File: src/rtl/lamp_timer_ctrl.sv
// -----------------------------------------------------------------------------
// lamp_timer_ctrl
//
// Timed staircase-lamp controller. Three raw switch inputs are synchronised
// and debounced; every settled toggle of any switch (after the first accepted
// level of that switch) produces a single lamp event. An event turns the lamp
// on for ON_SEC seconds, and a new event restarts the hold. The remaining
// seconds are shown on one active-low 7-segment digit.
//
// Optional feature macro: LAMP_WARN_EN
//   When defined, F blinks during the last second of the hold: high for the
//   first half of the second, low for the second half.
//
// Parameters
//   TICK_DIV : clk cycles per one-second tick (>= 2)
//   DB_CYC   : stable cycles required to accept a switch level (>= 1)
//   ON_SEC   : hold time in seconds (1..9)
//
// Ports
//   clk        : system clock, rising edge
//   rst        : asynchronous active-high reset
//   S1, S2, S3 : raw switch levels, asynchronous to clk
//   LED[6:0]   : segments {g,f,e,d,c,b,a}, active-low
//   F          : lamp drive, active-high
// -----------------------------------------------------------------------------
`default_nettype none

module lamp_timer_ctrl #(
  parameter int TICK_DIV = 50_000_000,
  parameter int DB_CYC   = 1_000_000,
  parameter int ON_SEC   = 9
) (
  input  logic       clk,
  input  logic       rst,
  input  logic       S1,
  input  logic       S2,
  input  logic       S3,
  output logic [6:0] LED,
  output logic       F
);

  localparam int PRE_W  = $clog2(TICK_DIV);
  localparam int STAB_W = $clog2(DB_CYC + 1);

  localparam logic [STAB_W-1:0] STAB_MAX = STAB_W'(DB_CYC);
  localparam logic [PRE_W-1:0]  PRE_MAX  = PRE_W'(TICK_DIV - 1);
  localparam logic [3:0]        CNT_LOAD = 4'(ON_SEC);
`ifdef LAMP_WARN_EN
  localparam logic [PRE_W-1:0]  PRE_HALF = PRE_W'(TICK_DIV / 2);
`endif

  typedef enum logic {
    OFF = 1'b0,
    ON  = 1'b1
  } state_t;

  // Active-low 7-segment decode, bit order {g,f,e,d,c,b,a}.
  function automatic logic [6:0] seg7(input logic [3:0] d);
    logic [6:0] s;
    case (d)
      4'd0:    s = 7'b1000000;
      4'd1:    s = 7'b1111001;
      4'd2:    s = 7'b0100100;
      4'd3:    s = 7'b0110000;
      4'd4:    s = 7'b0011001;
      4'd5:    s = 7'b0010010;
      4'd6:    s = 7'b0000010;
      4'd7:    s = 7'b1111000;
      4'd8:    s = 7'b0000000;
      4'd9:    s = 7'b0010000;
      default: s = 7'b1111111;
    endcase
    return s;
  endfunction

  logic [2:0]        raw;
  logic [2:0]        sw_p0;
  logic [2:0]        sw_p1;
  logic [2:0]        db;
  logic [2:0]        armed;
  logic [2:0]        chg;
  logic [STAB_W-1:0] stab [3];
  logic              evt;

  state_t            state;
  state_t            state_nx;
  logic [3:0]        cnt;
  logic [3:0]        cnt_nx;
  logic [PRE_W-1:0]  pre;
  logic [PRE_W-1:0]  pre_nx;
  logic              tick;
  logic [6:0]        led_q;

  assign raw = {S3, S2, S1};

  // ---- stage p0/p1: two-flop synchroniser, then per-switch debounce ----
  // Before a switch is armed, its debounced value simply follows the
  // synchronised level and the counter measures how long that level has been
  // steady; once steady for DB_CYC cycles the switch is armed silently. After
  // arming, the counter measures how long the synchronised level has
  // disagreed with the debounced one, and acceptance raises chg for a cycle.
  always_ff @(posedge clk or posedge rst) begin
    if (rst) begin
      sw_p0 <= '0;
      sw_p1 <= '0;
      db    <= '0;
      armed <= '0;
      chg   <= '0;
      for (int i = 0; i < 3; i++) begin
        stab[i] <= '0;
      end
    end else begin
      sw_p0 <= raw;
      sw_p1 <= sw_p0;
      chg   <= '0;
      for (int i = 0; i < 3; i++) begin
        if (!armed[i]) begin
          if (sw_p1[i] != db[i]) begin
            db[i]   <= sw_p1[i];
            stab[i] <= '0;
          end else if (stab[i] == STAB_MAX) begin
            armed[i] <= 1'b1;
            stab[i]  <= '0;
          end else begin
            stab[i] <= stab[i] + STAB_W'(1);
          end
        end else begin
          if (sw_p1[i] == db[i]) begin
            stab[i] <= '0;
          end else if (stab[i] == STAB_MAX) begin
            db[i]   <= sw_p1[i];
            chg[i]  <= 1'b1;
            stab[i] <= '0;
          end else begin
            stab[i] <= stab[i] + STAB_W'(1);
          end
        end
      end
    end
  end

  // Simultaneous changes on several switches collapse into one event.
  assign evt  = |chg;
  assign tick = (pre == PRE_MAX);

  // ---- stage p2: lamp FSM, seconds counter and prescaler ----
  always_ff @(posedge clk or posedge rst) begin
    if (rst) begin
      state <= OFF;
      cnt   <= 4'd0;
      pre   <= '0;
      led_q <= 7'b1000000;
    end else begin
      state <= state_nx;
      cnt   <= cnt_nx;
      pre   <= pre_nx;
      led_q <= seg7(cnt_nx);
    end
  end

  // An event always wins over the expiring tick, so a retrigger on the last
  // tick keeps the lamp on with a full reload.
  always_comb begin
    state_nx = state;
    cnt_nx   = cnt;
    pre_nx   = '0;
    case (state)
      OFF: begin
        cnt_nx = 4'd0;
        if (evt) begin
          state_nx = ON;
          cnt_nx   = CNT_LOAD;
        end
      end
      ON: begin
        if (evt) begin
          cnt_nx = CNT_LOAD;
        end else if (tick) begin
          if (cnt > 4'd1) begin
            cnt_nx = cnt - 4'd1;
          end else begin
            state_nx = OFF;
            cnt_nx   = 4'd0;
          end
        end else begin
          pre_nx = pre + PRE_W'(1);
        end
      end
      default: begin
        state_nx = OFF;
        cnt_nx   = 4'd0;
      end
    endcase
  end

  assign LED = led_q;

`ifdef LAMP_WARN_EN
  // Warning blink in the final second: lamp on only in the first half.
  assign F = (state == ON) && !((cnt == 4'd1) && (pre >= PRE_HALF));
`else
  assign F = (state == ON);
`endif

endmodule

`default_nettype wire

File: config.mk
export PLATFORM = sky130hd
export DESIGN_NAME = lamp_timer_ctrl
export DESIGN_NICKNAME = d
export VERILOG_FILES = /design/src/rtl/lamp_timer_ctrl.sv
export SDC_FILE = /design/constraint.sdc
export NUM_CORES = 1
export LEC_CHECK = 0
export CAP_MARGIN = 20
export CORE_MARGIN = 5
export CORE_UTILIZATION = 45
export CTS_CLUSTER_DIAMETER = 40
export DETAILED_ROUTE_END_ITERATION = 16
export MAX_ROUTING_LAYER = met4
export SYNTH_ARGS = -nofsm -noshare
export SYNTH_HDL_FRONTEND = slang
export SYNTH_SLANG_ARGS = --single-unit
File: constraint.sdc
create_clock -name clk -period 3.8 [get_ports clk]
set_input_delay 0.57 -clock clk [delete_from_list [all_inputs] [get_ports clk]]
set_output_delay 0.57 -clock clk [all_outputs]
set_load 0.03 [all_outputs]
==> impl_metrics.csv, run 1 <==
group,metric,value,unit
global_routing,grt_pass1_wl,16.9,mm
synthesis,synth_fa_ha_area_share,3.22,%
sta,slew_headroom,46.2,%
cts,cts_setup_buffers,0,
route,drcViolationCount,0,
synthesis,synth_top_area_share,51.6,%
die,die_h,120,um
cts,htree_num_levels,4,
layout,n_antenna_cell,0,
synthesis,synth_top_family_by_area,"simple AND/OR/NAND/NOR gates",
die,dieArea,0.0144,mm2
route,first_pass_iters,4,
place,dp_hpwl,6.54,mm
cts,cts_hold_buf,0,
layout,area_growth,17.1,%
worst_hold_path,hold_depth,0,
sta,whs,0.345,ns
die,rows,40,
place,io_buffers,12,
synthesis,synth_edf_count,0,
synthesis,synth_top_cell_by_area,"dfrtp_1",
route,vias,3677,
cts,cts_resized,0,
synthesis,synth_fp_nets,555,
global_routing,grt-ovfl-total,0,
cts,cts_buffers,17,
layout,fin_nets,578,
critical_path,path_max_fanout,8,
global_routing,antenna_found_initial,0,
layout,drive_gt1_share,9.47,%
worst_hold_path,hold_class,"reg -> reg",
synthesis,async_reset_ff_share,100,%
synthesis,yosys_most_used_dff,"dfrtp_1",
synthesis,synth-seq-cells,113,
power_and_ir_drop,peakVddDrop,0.000381,V
layout,final_cell_mix,"dfrtp_1 (112), nor2_1 (96), xor2_1 (46)",
run,drv_cap,0,
sta,fmax,362,MHz
critical_path,worstPathArrival,3.09,ns
synthesis,yosysSeqAreaShare,52.1,%
critical_path,critPathKind,"reg -> reg",
layout,fin_area,0.00636,mm2
cts,clkLatencyLatePin,0.41,ns
route,antenna_left,0,
critical_path,cp-end-kind,"flip-flop",
sta,fin_crit,2.76,ns
global_routing,grt_usage,15.2,%
sta,hold_violations,0,
sta,worst_pin_slew,0.806,ns
global_routing,grt_pass1_vias,3651,
critical_path,start_kind,"flip-flop",
layout,layout_commonest_cell,"dfrtp_1",
synthesis,synthSimpleGateAreaFrac,24.8,%
synthesis,synthCells,536,
sta,setup_viol,0,
power_and_ir_drop,power.density,488,mW/mm2
synthesis,synthXorXnorAreaFrac,12.6,%
synthesis,synth_compound_area_share,2.69,%
die,core,0.0119,mm2
synthesis,syn_area_per_cell,10.1,um2
critical_path,reg2reg_depth,9,
sta,worst_clock_skew,0.00792,ns
route,wl_per_cell,13.5,um
die,fp.dieW,120,um
sta,rsz0062_at_grt,"false",
layout,fillers,1061,
sta,setup_tns,0,ns
layout,area.sequential,0.00283,mm2
cts,cts_tree,"yes",
status,status,"finished, final reports clean",
cts,root_buffer,"clkbuf_16",
place,place.gp.congestion,0.820,
critical_path,cp.required,4.13,ns
cts,clk_pin_slew_worst_paths,0.05,ns
sta,min_period_over_period,72.6,%
global_routing,grt_start_max_net_pins,63,
synthesis,synth_cell_types,42,
synthesis,synth.area.top_cells,"dfrtp_1 (52%), xor2_1 (7.4%), nor2_1 (6.6%)",
synthesis,yosysWarnings,0,
route,drt-vias-per-instance,5.13,
cts,clk_path_buf_depth,2,
power_and_ir_drop,power.leakage,2.73,nW
layout,multi_input_area,0.00247,mm2
die,ios,13,
cts,numClockSinks,113,
synthesis,synth_area,0.00543,mm2
die,start_util,45.6,%
sta,drv_slew,0,
synthesis,synthMuxAreaShare,2.14,%
route,totalWireLength,9.68,mm
place,dpl-instance-area,0.00571,mm2
route,drt_iter0_drc,175,
final timing paths:
| path | startpoint | endpoint | slack [ns] |
|---|---|---|---|
| max | pre[0] | LED[4] | 1.04 |
| min | sw_p0[2] | sw_p1[2] | 0.35 |
| max reg2reg | pre[0] | LED[4] | 1.04 |
| min reg2reg | sw_p0[2] | sw_p1[2] | 0.35 |
| max in group asynchronous | rst | pre[3] | 2.36 |
| min in group asynchronous | rst | stab[28] | 0.65 |
sequential cells by signal, summed over array words and instances (netlist names):
signal,flops
F,1
pre,26
armed,3
db,3
LED,7
sw_p0,3
sw_p1,3
chg,3
cnt,4
stab,60
per-layer routing:
layer | track usage (%) | wire length (um) | vias up
li1 | - | - | 1856
met1 | 19.3 | 4780 | 1773
met2 | 22.8 | 4510 | 32
met3 | 4.38 | 249 | 16
met4 | 6.66 | 137 | 0
met5 | - | 0 | -
synthesized netlist by cell type (5+ instances only):
| cell type | n |
|---|---|
| mux2i_1 | 6 |
| nor3_1 | 10 |
| nand2_1 | 43 |
| and4_1 | 8 |
| mux2_2 | 5 |
| clkbuf_1 | 7 |
| and3_1 | 13 |
| or3_1 | 8 |
| o21ai_0 | 9 |
| nor4b_1 | 6 |
| nor2_1 | 96 |
| nand3_1 | 34 |
| xor2_1 | 46 |
| inv_1 | 20 |
| ha_1 | 14 |
| dfrtp_1 | 112 |
| xnor2_1 | 32 |
| a21oi_1 | 12 |
| nand4_1 | 14 |
kinds of logic (layout without fill, tap and decap cells):
kind of cell,count (synthesis),count (layout)
AOI/OAI and AO/OA,26,26
xor gates and xnor gates,78,78
adders and majority gates,14,14
buffers and inverters,32,66
DFF,113,113
muxes,11,11
and+or+nand+nor,262,262
worst max-delay path, stage by stage, from the launching register on:
cell and delay, ns:
dfrtp_1 0.38, ha_1 0.20, and3_4 0.23, nand4_4 0.15
or3_1 0.50, mux2i_1 0.38, inv_1 0.21, ha_1 0.24
mux2_2 0.26, a21oi_1 0.14
where the power goes:
part	total (mW)	leakage [nW]	internal (mW)	switching (mW)
logic	0.0986	0.869	0.0315	0.0671
clock network	1.76	0.319	1.23	0.528
registers	1.25	1.55	1.23	0.0202
stage by stage:
| step | power [mW] | worst slack (ns) | util, % | instances |
|---|---|---|---|---|
| 3_5_place_dp | 1.37 | 1.01 | 47.9 | 687 |
| 4_1_cts | 3.16 | 0.999 | 53.4 | 717 |
| 6_report | 3.11 | 1.04 | 53.4 | 717 |
| 5_1_grt | 3.23 | 0.761 | 53.4 | 717 |
| 2_1_floorplan | 1.33 | 0.244 | - | 536 |
| 3_3_place_gp | 1.36 | 1.12 | 47.9 | 687 |
final cells by class:
class | count | share of cell area, %
sequential | 113 | 44.5
multi-input combinational | 391 | 38.8
clock buffer | 19 | 6.96
clock inverter | 11 | 3.32
tap | 147 | 2.89
timing repair buffer | 16 | 2.36
inverter | 20 | 1.22
(Power assumes the default switching activity.)
==> inputs of run 2 (changes only) <==
==> constraint.sdc (replaced) <==
create_clock -name clk -period 2.72 [get_ports clk]
set_input_delay 0.408 -clock clk [delete_from_list [all_inputs] [get_ports clk]]
set_output_delay 0.408 -clock clk [all_outputs]
set_load 0.03 [all_outputs]
==> impl_metrics.csv, run 2 (synthesis gave the netlist of run 1 again) <==
group,metric,value,unit
sta,setup_tns,0,ns
power_and_ir_drop,power.density,605,mW/mm2
route,drt-vias-per-instance,5.11,
critical_path,path_max_fanout,7,
layout,fin_area,0.00631,mm2
cts,root_buffer,"clkbuf_16",
critical_path,critPathKind,"reg -> reg",
sta,setup_ws,0.194,ns
sta,worst_clock_skew,0.0142,ns
global_routing,grt_usage,15.5,%
sta,rsz0062_at_grt,"false",
route,drcViolationCount,0,
sta,min_period_over_period,92.9,%
cts,cts_buffers,17,
critical_path,cp-end-kind,"flip-flop",
critical_path,reg2reg_to,"LED[3]",
place,dp_cells,693,
layout,area_growth,16.1,%
power_and_ir_drop,peakVddDrop,0.000377,V
global_routing,grt-ovfl-total,0,
place,place_ws,0.119,ns
sta,fmax,396,MHz
cts,numClockSinks,113,
cts,clk_pin_slew_worst_paths,0.05,ns
critical_path,cp_slowest_stage_delay,0.42,ns
critical_path,r2r-start,"pre[0]",
critical_path,start_kind,"flip-flop",
power_and_ir_drop,power.total,3.82,mW
status,status,"finished, final reports clean",
layout,final_cell_mix,"dfrtp_1 (112), nor2_1 (96), xor2_1 (46)",
power_and_ir_drop,power.leakage,2.71,nW
power_and_ir_drop,clkPwrFrac,50.7,%
layout,largest_reg_flops,60,
route,totalWireLength,9.68,mm
layout,layout_commonest_cell,"dfrtp_1",
power_and_ir_drop,p_sw_share,21.6,%
cts,htree_num_levels,4,
critical_path,cp.required,2.99,ns
sta,fin_crit,2.53,ns
die,dieArea,0.0144,mm2
place,place.gp.congestion,0.827,
cts,cts_resized,0,
place,io_buffers,12,
power_and_ir_drop,internal_power,2.99,mW
critical_path,path_buf_inv,1,
power_and_ir_drop,p_seq_share,45.6,%
worst_hold_path,min_from,"sw_p0[2]",
die,start_util,45.6,%
power_and_ir_drop,power_switching,826,uW
route,first_pass_iters,6,
cts,cts_setup_buffers,0,
worst_hold_path,hold_end,"sw_p1[2]",
run,drv_cap,0,
layout,drive_gt1_share,10.4,%
layout,final_cells,723,
cts,cts_hold_buf,0,
route,antenna_left,0,
global_routing,grt_pass1_vias,3694,
place,dpl-instance-area,0.00578,mm2
layout,largest-register,"stab",
critical_path,cp-startpoint,"pre[0]",
sta,slew_headroom,57.5,%
route,drt_iter0_drc,212,
critical_path,worst_path_dominant_cell_family,"simple AND/OR/NAND/NOR gates",
die,rows,40,
critical_path,path_cells,"ha_1 -> and3_4 -> nand4_4 -> or3_4 -> mux2_2 -> and2_1 -> ha_1 -> inv_1 -> mux2i_1 -> a21oi_1",
cts,clkLatencyLatePin,0.42,ns
global_routing,antenna_found_initial,0,
place,dp_hpwl,6.36,mm
sta,drv_slew,0,
cts,clk_path_buf_depth,2,
die,die_h,120,um
critical_path,reg2reg_slack,0.19,ns
critical_path,worstPathArrival,2.80,ns
die,core,0.0119,mm2
critical_path,cpMaxStageDelayCell,"or3_4",
sta,hold_violations,0,
sta,worst_pin_slew,0.636,ns
worst_hold_path,hold_class,"reg -> reg",
critical_path,cpMostUsedCell,"ha_1",
route,wl_per_cell,13.4,um
route,vias,3697,
worst_hold_path,hold_depth,0,
layout,fin_nets,584,
layout,n_antenna_cell,0,
global_routing,grt_start_max_net_pins,114,
power_and_ir_drop,pwr-share-comb,3.7,%
critical_path,reg2reg_depth,10,
cts,cts_tree,"yes",
global_routing,grt_pass1_wl,17.3,mm
die,ios,13,
die,fp.dieW,120,um
sta,setup_viol,0,
==> run 2: cell type report <==
type,instances,area [um2]
Clock buffer,23,488
Clock inverter,7,35.0
Fill cell,1095,5600
Inverter,20,78.8
Multi-Input combinational cell,391,2470
Sequential cell,113,2830
Tap cell,147,184
Timing Repair Buffer,22,220
==> run 2: worst max path at each step <==
stage                     endpoint  slack, ns  cells past startpoint
after floorplan             LED[4]       0.20                     10
after global placement      LED[3]       0.17                      9
after detailed placement    LED[3]       0.12                     10
after CTS                   LED[3]       0.10                     10
after global routing        LED[0]       0.03                     10
final                       LED[3]       0.19                     10
==> run 2: power groups by stage <==
stage	logic (mW)	clock network (mW)	registers, mW
after floorplan	0.103	0	1.76
after global placement	0.143	0	1.77
after detailed placement	0.145	0	1.77
after CTS	0.146	1.99	1.74
after global routing	0.166	2.07	1.75
final	0.140	1.94	1.74
==> run 2: worst reg2reg max path, stage by stage, from the launching register on <==
cell	delay [ns]
dfrtp_1	0.39
ha_1	0.20
and3_4	0.23
nand4_4	0.10
or3_4	0.42
mux2_2	0.30
and2_1	0.21
ha_1	0.31
inv_1	0.04
mux2i_1	0.12
a21oi_1	0.08
==> run 2: per-stage QoR <==
step,hold slack (ns),util [%]
global route,0.363,53.0
detailed placement,0.338,48.5
global placement,0.332,48.5
floorplan,0.331,-
CTS,0.349,52.9
finish,0.346,53.0
==> run 2: per-layer routing <==
| layer | global-route usage (%) | wire length, um | up-vias |
|---|---|---|---|
| met5 | - | 0 | - |
| met4 | 7.23 | 191 | 0 |
| met3 | 5.04 | 371 | 17 |
| met2 | 22.0 | 4330 | 35 |
| met1 | 20.2 | 4790 | 1786 |
| li1 | - | - | 1859 |
